### src/rtl/spike_queue_scheduler_if.sv
`timescale 1ns/1ps
`default_nettype none
// ============================================================================
// spike_queue_scheduler_if : bundle between the router's Aux/Out event FIFOs,
// the spike queue scheduler and the synaptic-integration stage.
// Revision : 1.0
// ============================================================================
interface spike_queue_scheduler_if #(
  parameter int NEURON_WIDTH = 11,
  parameter int BT_WIDTH     = 36,
  parameter int COUNT_WIDTH  = 16
);
  logic                    schedule_enable;
  logic [BT_WIDTH-1:0]     current_bt;

  logic                    aux_is_queue_empty;
  logic [BT_WIDTH-1:0]     aux_bt_head;
  logic [BT_WIDTH-1:0]     aux_bt_out;
  logic [NEURON_WIDTH-1:0] aux_nid_out;
  logic                    aux_dequeue;

  logic                    out_is_queue_empty;
  logic [BT_WIDTH-1:0]     out_bt_head;
  logic [BT_WIDTH-1:0]     out_bt_out;
  logic [NEURON_WIDTH-1:0] out_nid_out;
  logic                    out_dequeue;

  logic                    event_valid;
  logic                    event_ready;
  logic [BT_WIDTH-1:0]     event_bt;
  logic [NEURON_WIDTH-1:0] event_nid;
  logic                    event_source;
  logic [COUNT_WIDTH-1:0]  event_count;
  logic                    schedule_complete;

  modport master (
    input  schedule_enable, current_bt,
           aux_is_queue_empty, aux_bt_head, aux_bt_out, aux_nid_out,
           out_is_queue_empty, out_bt_head, out_bt_out, out_nid_out,
           event_ready,
    output aux_dequeue, out_dequeue, event_valid, event_bt, event_nid,
           event_source, event_count, schedule_complete
  );

  modport slave (
    output schedule_enable, current_bt,
           aux_is_queue_empty, aux_bt_head, aux_bt_out, aux_nid_out,
           out_is_queue_empty, out_bt_head, out_bt_out, out_nid_out,
           event_ready,
    input  aux_dequeue, out_dequeue, event_valid, event_bt, event_nid,
           event_source, event_count, schedule_complete
  );
endinterface
`default_nettype wire

### src/rtl/spike_queue_scheduler.sv
`timescale 1ns/1ps
`default_nettype none
// ============================================================================
// spike_queue_scheduler : per-timestep drain of due spike events from the Aux
// and Out queues, merged in BT order, one event per valid/ready handshake.
// Revision : 1.0
// ============================================================================
module spike_queue_scheduler #(
  parameter int NEURON_WIDTH = 11,
  parameter int BT_WIDTH     = 36,
  parameter int COUNT_WIDTH  = 16
) (
  input  logic                    clk,
  input  logic                    rst,
  spike_queue_scheduler_if.master bus
);

  localparam logic [2:0] S_IDLE    = 3'd0;
  localparam logic [2:0] S_CHECK   = 3'd1;
  localparam logic [2:0] S_POP     = 3'd2;
  localparam logic [2:0] S_CAPTURE = 3'd3;
  localparam logic [2:0] S_OFFER   = 3'd4;
  localparam logic [2:0] S_DONE    = 3'd5;
  localparam logic [2:0] S_WAIT    = 3'd6;

  logic [2:0]              r_state;
  logic                    r_sel;      // 0 = Aux, 1 = Out
  logic                    r_tie_pri;
  logic                    r_aux_dequeue;
  logic                    r_out_dequeue;
  logic                    r_event_valid;
  logic [BT_WIDTH-1:0]     r_event_bt;
  logic [NEURON_WIDTH-1:0] r_event_nid;
  logic                    r_event_source;
  logic [COUNT_WIDTH-1:0]  r_event_count;
  logic                    r_schedule_complete;

  logic w_aux_elig;
  logic w_out_elig;
  logic w_tie;
  logic w_pick_out;

  assign w_aux_elig = !bus.aux_is_queue_empty && (bus.aux_bt_head <= bus.current_bt);
  assign w_out_elig = !bus.out_is_queue_empty && (bus.out_bt_head <= bus.current_bt);
  assign w_tie      = w_aux_elig && w_out_elig && (bus.aux_bt_head == bus.out_bt_head);

  // Both due: earliest BT wins, ties go to the round-robin pointer.
  always_comb begin
    w_pick_out = w_out_elig;
    if (w_aux_elig && w_out_elig) begin
      if (w_tie) begin
        w_pick_out = r_tie_pri;
      end else begin
        w_pick_out = (bus.out_bt_head < bus.aux_bt_head);
      end
    end
  end

  always_ff @(posedge clk or posedge rst) begin
    if (rst) begin
      r_state             <= S_IDLE;
      r_sel               <= 1'b0;
      r_tie_pri           <= 1'b0;
      r_aux_dequeue       <= 1'b0;
      r_out_dequeue       <= 1'b0;
      r_event_valid       <= 1'b0;
      r_event_bt          <= '0;
      r_event_nid         <= '0;
      r_event_source      <= 1'b0;
      r_event_count       <= '0;
      r_schedule_complete <= 1'b0;
    end else begin
      case (r_state)
        S_IDLE: begin
          if (bus.schedule_enable) begin
            r_event_count <= '0;
            r_state       <= S_CHECK;
          end
        end
        S_CHECK: begin
          if (!bus.schedule_enable) begin
            r_state <= S_IDLE;
          end else if (w_aux_elig || w_out_elig) begin
            r_sel         <= w_pick_out;
            r_aux_dequeue <= !w_pick_out;
            r_out_dequeue <= w_pick_out;
            if (w_tie) begin
              r_tie_pri <= !r_tie_pri;
            end
            r_state <= S_POP;
          end else begin
            r_schedule_complete <= 1'b1;
            r_state             <= S_DONE;
          end
        end
        S_POP: begin
          r_aux_dequeue <= 1'b0;
          r_out_dequeue <= 1'b0;
          r_state       <= S_CAPTURE;
        end
        S_CAPTURE: begin
          r_event_bt     <= r_sel ? bus.out_bt_out  : bus.aux_bt_out;
          r_event_nid    <= r_sel ? bus.out_nid_out : bus.aux_nid_out;
          r_event_source <= r_sel;
          r_event_valid  <= 1'b1;
          r_state        <= S_OFFER;
        end
        S_OFFER: begin
          if (bus.event_ready) begin
            r_event_valid <= 1'b0;
            if (r_event_count != {COUNT_WIDTH{1'b1}}) begin
              r_event_count <= r_event_count + 1'b1;
            end
            r_state <= S_CHECK;
          end
        end
        S_DONE: begin
          r_schedule_complete <= 1'b0;
          r_state             <= S_WAIT;
        end
        S_WAIT: begin
          if (!bus.schedule_enable) begin
            r_state <= S_IDLE;
          end
        end
        default: begin
          r_state <= S_IDLE;
        end
      endcase
    end
  end

  assign bus.aux_dequeue       = r_aux_dequeue;
  assign bus.out_dequeue       = r_out_dequeue;
  assign bus.event_valid       = r_event_valid;
  assign bus.event_bt          = r_event_bt;
  assign bus.event_nid         = r_event_nid;
  assign bus.event_source      = r_event_source;
  assign bus.event_count       = r_event_count;
  assign bus.schedule_complete = r_schedule_complete;

endmodule
`default_nettype wire

### src/flat_wrapper.sv
// flat-port wrapper written by rule: the top's interface ports become plain ports
module spike_queue_scheduler_flat 
#(
  parameter int NEURON_WIDTH = 11,
  parameter int BT_WIDTH     = 36,
  parameter int COUNT_WIDTH  = 16
)
  (clk, rst, bus_schedule_enable, bus_current_bt, bus_aux_is_queue_empty, bus_aux_bt_head, bus_aux_bt_out, bus_aux_nid_out, bus_out_is_queue_empty, bus_out_bt_head, bus_out_bt_out, bus_out_nid_out, bus_event_ready, bus_aux_dequeue, bus_out_dequeue, bus_event_valid, bus_event_bt, bus_event_nid, bus_event_source, bus_event_count, bus_schedule_complete);
  spike_queue_scheduler_if #(.NEURON_WIDTH(NEURON_WIDTH), .BT_WIDTH(BT_WIDTH), .COUNT_WIDTH(COUNT_WIDTH)) bus_i ();
  input  logic clk;
  input  logic rst;
  input wire logic [$bits(bus_i.schedule_enable)-1:0] bus_schedule_enable;
  input wire logic [$bits(bus_i.current_bt)-1:0] bus_current_bt;
  input wire logic [$bits(bus_i.aux_is_queue_empty)-1:0] bus_aux_is_queue_empty;
  input wire logic [$bits(bus_i.aux_bt_head)-1:0] bus_aux_bt_head;
  input wire logic [$bits(bus_i.aux_bt_out)-1:0] bus_aux_bt_out;
  input wire logic [$bits(bus_i.aux_nid_out)-1:0] bus_aux_nid_out;
  input wire logic [$bits(bus_i.out_is_queue_empty)-1:0] bus_out_is_queue_empty;
  input wire logic [$bits(bus_i.out_bt_head)-1:0] bus_out_bt_head;
  input wire logic [$bits(bus_i.out_bt_out)-1:0] bus_out_bt_out;
  input wire logic [$bits(bus_i.out_nid_out)-1:0] bus_out_nid_out;
  input wire logic [$bits(bus_i.event_ready)-1:0] bus_event_ready;
  output wire logic [$bits(bus_i.aux_dequeue)-1:0] bus_aux_dequeue;
  output wire logic [$bits(bus_i.out_dequeue)-1:0] bus_out_dequeue;
  output wire logic [$bits(bus_i.event_valid)-1:0] bus_event_valid;
  output wire logic [$bits(bus_i.event_bt)-1:0] bus_event_bt;
  output wire logic [$bits(bus_i.event_nid)-1:0] bus_event_nid;
  output wire logic [$bits(bus_i.event_source)-1:0] bus_event_source;
  output wire logic [$bits(bus_i.event_count)-1:0] bus_event_count;
  output wire logic [$bits(bus_i.schedule_complete)-1:0] bus_schedule_complete;
  assign bus_i.schedule_enable = bus_schedule_enable;
  assign bus_i.current_bt = bus_current_bt;
  assign bus_i.aux_is_queue_empty = bus_aux_is_queue_empty;
  assign bus_i.aux_bt_head = bus_aux_bt_head;
  assign bus_i.aux_bt_out = bus_aux_bt_out;
  assign bus_i.aux_nid_out = bus_aux_nid_out;
  assign bus_i.out_is_queue_empty = bus_out_is_queue_empty;
  assign bus_i.out_bt_head = bus_out_bt_head;
  assign bus_i.out_bt_out = bus_out_bt_out;
  assign bus_i.out_nid_out = bus_out_nid_out;
  assign bus_i.event_ready = bus_event_ready;
  assign bus_aux_dequeue = bus_i.aux_dequeue;
  assign bus_out_dequeue = bus_i.out_dequeue;
  assign bus_event_valid = bus_i.event_valid;
  assign bus_event_bt = bus_i.event_bt;
  assign bus_event_nid = bus_i.event_nid;
  assign bus_event_source = bus_i.event_source;
  assign bus_event_count = bus_i.event_count;
  assign bus_schedule_complete = bus_i.schedule_complete;
  spike_queue_scheduler #(.NEURON_WIDTH(NEURON_WIDTH), .BT_WIDTH(BT_WIDTH), .COUNT_WIDTH(COUNT_WIDTH)) u_core (.clk(clk), .rst(rst), .bus(bus_i));
endmodule
### config.mk
export PLATFORM = sky130hd
export DESIGN_NAME = spike_queue_scheduler_flat
export DESIGN_NICKNAME = d
export VERILOG_FILES = /design/src/rtl/spike_queue_scheduler_if.sv /design/src/rtl/spike_queue_scheduler.sv /design/src/flat_wrapper.sv
export SDC_FILE = /design/constraint.sdc
export NUM_CORES = 1
export LEC_CHECK = 0
export BUFFER_PORTS_ARGS = -buffer_cell sky130_fd_sc_hd__clkbuf_2
export CORE_MARGIN = 3
export CORE_UTILIZATION = 47
export DETAILED_ROUTE_END_ITERATION = 8
export PLACE_DENSITY_LB_ADDON = 0.1
export SLEW_MARGIN = 20
export SYNTH_ARGS = -nofsm -noshare
export SYNTH_HDL_FRONTEND = slang
export SYNTH_SLANG_ARGS = --single-unit
### constraint.sdc
create_clock -name clk -period 6.85 [get_ports clk]
set_input_delay 1.0275 -clock clk [delete_from_list [all_inputs] [get_ports clk]]
set_output_delay 1.0275 -clock clk [all_outputs]
set_load 0.1 [all_outputs]
After elaboration in Yosys (flattened, before gate mapping)

Index checks and enable logic that the tools add are counted.

Eq/ne operators: 15
Reduce and logical (&&, ||, !) cells: 21
$lt $le $gt $ge: 3
Add/subtract/negate cells: 1
Multiplexer cells: 25

Operators with widths:

| cell                                                             | number |
|---|---|
| 36-bit less-or-equal comparator                                  | 2 |
| 16-bit 2-to-1 mux                                                | 3 |
| 36-bit == test                                                   | 1 |
| 36-bit < comparator                                              | 1 |
| 36-bit 2-to-1 mux                                                | 1 |
| 16-bit one-hot mux with 2 select lines                           | 1 |
| 3-bit one-hot mux with 7 select lines                            | 1 |
| 16-bit by 1-bit adder with 16-bit output (second input constant) | 1 |
| 16-bit != test (second input constant)                           | 1 |
| 3-bit 2-to-1 mux                                                 | 5 |
| 3-bit AND reduction                                              | 4 |
| 11-bit 2-to-1 mux                                                | 1 |
| 2-bit != test (second input constant)                            | 5 |
| 3-bit == test (second input constant)                            | 3 |
| 1-bit 2-to-1 mux                                                 | 9 |
| 1-bit one-hot mux with 2 select lines                            | 4 |
| 4-bit AND reduction                                              | 2 |
| 2-bit nonzero test                                               | 4 |
| 3-bit by 2-bit == test with 1-bit output (second input constant) | 2 |
| 1-bit logical AND                                                | 4 |
| 1-bit logical NOT                                                | 4 |
| 2-bit by 1-bit != test with 1-bit output (second input constant) | 2 |
| 3-bit by 1-bit == test with 1-bit output (second input constant) | 1 |
| 3-bit logical NOT                                                | 1 |
| 2 further kinds                                                  | 2 |

Word-level logic and storage cells: 76
Input port bits: 208
Register bits after elaboration: 73

Depth between registers and ports, before layout

Word-level depth: 10
Mapped depth: 10
Depth with buffers taken out: 10

Worst setup path after synthesis

No wires, ideal clock.

Path kind: input -> register
Start point: in bus_current_bt[7]
End point: reg u_core.r_aux_dequeue (netlist: u_core.bus.aux_dequeue)
Path buffers: 0
Setup time: 0.133 ns
Cell stages on the path: 10
Data required time: 6.717 ns
Slack: 3.836 ns
Data arrival time: 2.880 ns
Cells stage by stage: inv_1 > ha_1 > a21oi_2 > o21ai_1 > a221o_1 > a2111o_1 > a21oi_2 > nor2_1 > o211a_1 > a2bb2oi_1

Word-level cells in the longest chain between the ends: 10

Ends and longest elaborated chain:

| item                                               | RTL line                                                 | text |
|---|---|---|
| start: declaration                                 | flat_wrapper.sv:13                                       | `input wire logic [$bits(bus_i.current_bt)-1:0] bus_current_bt;` |
| 36-bit less-or-equal comparator (on tied branches) | spike_queue_scheduler.sv:43, spike_queue_scheduler.sv:44 |  |
| 1-bit logical AND (on tied branches)               | spike_queue_scheduler.sv:43, spike_queue_scheduler.sv:44 |  |
| 1-bit logical AND                                  | spike_queue_scheduler.sv:45, spike_queue_scheduler.sv:50 |  |
| 1-bit logical AND                                  | spike_queue_scheduler.sv:45                              | `assign w_tie = w_aux_elig && w_out_elig && (bus.aux_bt_head == bus.out_bt_head);` |
| 1-bit 2-to-1 mux                                   | spike_queue_scheduler.sv:51                              | `if (w_tie) begin` |
| 1-bit 2-to-1 mux                                   | spike_queue_scheduler.sv:50                              | `if (w_aux_elig && w_out_elig) begin` |
| 1-bit logical NOT                                  | spike_queue_scheduler.sv:85                              | `r_aux_dequeue <= !w_pick_out;` |
| 1-bit 2-to-1 mux                                   | spike_queue_scheduler.sv:83                              | `end else if (w_aux_elig \|\| w_out_elig) begin` |
| 1-bit 2-to-1 mux                                   | spike_queue_scheduler.sv:81                              | `if (!bus.schedule_enable) begin` |
| 1-bit one-hot mux with 2 select lines              | spike_queue_scheduler.sv:73                              | `case (r_state)` |
| end signal: assignment                             | spike_queue_scheduler.sv:85                              |  |
| end: declaration                                   | spike_queue_scheduler.sv:29                              | `logic r_aux_dequeue;` |

Several ways; a longest one is shown, not always the timed one. The select of a mux whose other input is x is not followed.
A chain may end at the register's enable or synchronous reset.

Worst setup path in the final report

Start point: in bus_current_bt[31]
End point: reg u_core.r_state[0]

Word-level cells in the longest chain between the ends: 6

Ends and longest elaborated chain:

| item                                               | RTL line                                                 | text |
|---|---|---|
| 36-bit less-or-equal comparator (on tied branches) | spike_queue_scheduler.sv:43, spike_queue_scheduler.sv:44 |  |
| 1-bit logical AND (on tied branches)               | spike_queue_scheduler.sv:43, spike_queue_scheduler.sv:44 |  |
| 1-bit logical OR *                                 | spike_queue_scheduler.sv:83                              |  |
| 3-bit 2-to-1 mux *                                 | spike_queue_scheduler.sv:83                              |  |
| 3-bit 2-to-1 mux *                                 | spike_queue_scheduler.sv:81                              |  |
| 3-bit one-hot mux with 7 select lines *            | spike_queue_scheduler.sv:73                              |  |
| end signal: assignment                             | spike_queue_scheduler.sv:77                              | `r_state <= S_CHECK;` |
| end signal: assignment                             | spike_queue_scheduler.sv:82                              | `r_state <= S_IDLE;` |
| end signal: assignment                             | spike_queue_scheduler.sv:90                              | `r_state <= S_POP;` |
| end: declaration                                   | spike_queue_scheduler.sv:26                              | `logic [2:0] r_state;` |

Every way passes the cells marked *; elsewhere a longest branch is shown, timed or not.

==> metrics <==
status finished clean; ys flop type dfrtp_1; clk_lat worst skew around 0.32 ns; highest-delay cell along the critical path nor4_1; share of cells above drive strength 1 31.9%; Row Count 40; core area 12,400 um^2; routability cong. 0.876; most common cell after layout, fill and taps aside clkbuf_2; pin count of the biggest net entering global routing 74; DR vias a little under 6,000; Clk pin slew, worst setup/hold paths approximately 0.05 ns; height of the die 120 um; number of synthesis warnings 0; clock net sink count 73; Mapped Area 6100 um^2; final worst path period share 46.5%; Tot Pwr 0.00319 W; Max Buffers Root-to-Sink 2; grt peak-use layer met2; CP max stage delay 0.47 ns; max-cap viol count 0; CTS tree yes; initial core utilization roughly 50%; clock root cell clkbuf_16; synthesis-stage register bit count between 70 and 80; Post CTS Setup Buffer Count 0; Final Hold Violating Endpoints 0; Achievable Freq 0.314 GHz; vias in the first global route 5,717; Port Buffers 275; Synth Net Count approximately 1,000; Crit Reg-Reg Startpoint u_core.bus.event_count[0]; 1st-iter DRT viols 263; Top Ports 276; drt drc 0; Vias/cell 5.12; Slew Limit Fails 0; Worst Clk Skew between 0.003 and 0.004 ns; Critical Path Start bus_current_bt[31]; CTS resizes 0; Setup Crit Path Kind input port to register; Worst VDD drop 161 uV; total gr overflow 0; Syn Area/Cell roughly 8.6 um^2; global-route met3 utilization under 10%; Layout area overhead 30.4%; met2 global-route usage 41.5%; worst hold path class register to register; RSZ-0062 raised after global routing no; final worst path period need around 3.2 ns; async set-reset flop share out of synthesis 100%; Final Core Density 64.3%; Final Setup Violations 0; Leak Pwr 4.58 nW; crit start category input port; Num CTS Buffers 9; Crit. End Element register; Global Route met1 Usage a little over a quarter; Power per Cell Area 401 nW/um^2; final hold slack 0.475 ns; initial antenna violation count 0; proportion of synthesized chip area in sequential cells between 20% and 30%; HP Start u_core.bus.event_nid[2]; Post-DP HPWL 14,300 um; Cell variety after synth 55; hold_buf cts 0; Buf/Inv on CP 2; Post-synth EDFFs 0; crit path cell chain clkbuf_2, inv_1, ha_1, nand4_1, nor4_1, nand4_1, o2111ai_1, a21oi_2, nor2_1, nand3_1, o311ai_0; setup TNS 0 ns; global-route wire length before repair 26,900 um; Wirelength per Cell between 10 and 15 um; final WL 16,500 um; Worst path most repeated cell nand4_1; post-synthesis cell count 708; Die Area 14,400 um^2; die width about 120 um; Slew HR a little under two fifths; measured slew at the worst slew-check pin 0.937 ns; NumNets Final about 1,300; commonest non-fill, non-tap cells in the layout 275 x clkbuf_2, 109 x ha_1, 88 x nand2_1, 81 x inv_1; total global routing track utilization a little under a quarter; Routed Antenna Nets 0; critical path's top delay family simple AND/OR/NAND/NOR gates; Req. time, crit path 7.04 ns; Crit Path Max Fanout 4; CTS H-tree lvls 3; First-pass DRT Iterations 4; antenna diode count 0; Worst EP arrival 3.37 ns
-- per-layer routing --
| layer | wire length (um) | vias up |
|---|---|---|
| li1 | - | 3066 |
| met1 | 6850 | 2560 |
| met2 | 8210 | 217 |
| met3 | 1100 | 27 |
| met4 | 340 | 0 |
| met5 | 0 | - |
-- cells in the mapped netlist (4+ instances only) --
| library cell | number | share of area, % |
|---|---|---|
| inv_1 | 82 | 5.0 |
| nand2_1 | 88 | 5.4 |
| nor4_1 | 6 | 0.62 |
| o21ai_0 | 72 | 5.9 |
| a21o_1 | 4 | 0.49 |
| a211oi_1 | 6 | 0.74 |
| mux2i_1 | 47 | 7.7 |
| or2_2 | 4 | 0.41 |
| nor3_1 | 11 | 0.90 |
| ha_1 | 109 | 22 |
| nand4_1 | 22 | 2.3 |
| nor2_1 | 30 | 1.8 |
| xnor2_1 | 4 | 0.57 |
| clkbuf_1 | 16 | 0.99 |
| nand3_1 | 19 | 1.6 |
| xor2_1 | 4 | 0.57 |
| dfrtp_1 | 73 | 30 |
| and4_1 | 6 | 0.86 |
| a21oi_1 | 47 | 3.9 |
-- where the power goes --
| group | switching [W] | internal [W] | leakage, nW |
|---|---|---|---|
| combinational | 0.00160 | 0.000379 | 3.49 |
| sequential | 0.000107 | 0.000600 | 0.923 |
| clock | 0.000161 | 0.000346 | 0.162 |
| total | 0.00187 | 0.00133 | 4.58 |
-- per-stage QoR --
stage	std cells	instance area (um^2)	worst slack [ns]
after CTS	1147	7950	3.62
after global routing	1147	7950	3.41
after global placement	1132	7620	3.37
after detailed placement	1132	7620	3.32
after floorplan	708	6100	3.84
final	1147	7950	3.66
-- tightest hold or removal path, delay by kind of cell, from the launching register on --
kind               cells  cell delay (ns)
AOI/OAI and AO/OA      1             0.06
DFF                    1             0.34
and+or+nand+nor        1             0.04
-- state kept, by name, indices dropped and copies added, names as in the netlist --
| signal | count |
|---|---|
| u_core.bus.aux_dequeue | 1 |
| u_core.bus.event_bt | 36 |
| u_core.bus.event_count | 16 |
| u_core.bus.event_nid | 11 |
| u_core.bus.event_source | 1 |
| u_core.bus.event_valid | 1 |
| u_core.bus.out_dequeue | 1 |
| u_core.bus.schedule_complete | 1 |
| u_core.r_sel | 1 |
| u_core.r_state | 3 |
| u_core.r_tie_pri | 1 |
-- kinds of logic (layout without fill, tap and decap cells) --
| logic type | Yosys count | count (layout) | share of synthesized area [%] |
|---|---|---|---|
| simple gates | 201 | 201 | 16.0 |
| compound gates | 165 | 165 | 16.0 |
| fa+ha+maj | 109 | 109 | 22.4 |
| buf+inv | 104 | 375 | 6.57 |
| flops | 73 | 73 | 30.0 |
| mux | 48 | 48 | 7.90 |
| xor+xnor | 8 | 8 | 1.15 |
-- worst paths after layout --
kind / endpoint / slack [ns] / depth (start not counted)
worst max-delay path: u_core.r_state[0] / 3.66 / 11
worst min-delay path: u_core.bus.event_nid[2] / 0.47 / 2
worst max register to register: u_core.bus.event_count[3] / 4.37 / 8
worst min register to register: u_core.bus.event_nid[2] / 0.47 / 2
max in group asynchronous: u_core.r_sel / 5.22 / 3
min in group asynchronous: u_core.bus.event_count[7] / 0.95 / 3
-- area by class of cell --
| type | instances | area, um^2 |
|---|---|---|
| clock buffers | 13 | 270 |
| clock inverters | 2 | 60.1 |
| fillers | 1129 | 4410 |
| inverters | 82 | 308 |
| multi-input cells | 531 | 3870 |
| flip-flops and latches | 73 | 1830 |
| well taps | 168 | 210 |
| repair buffers | 278 | 1400 |
No activity file was read; power rests on OpenSTA's default activity.
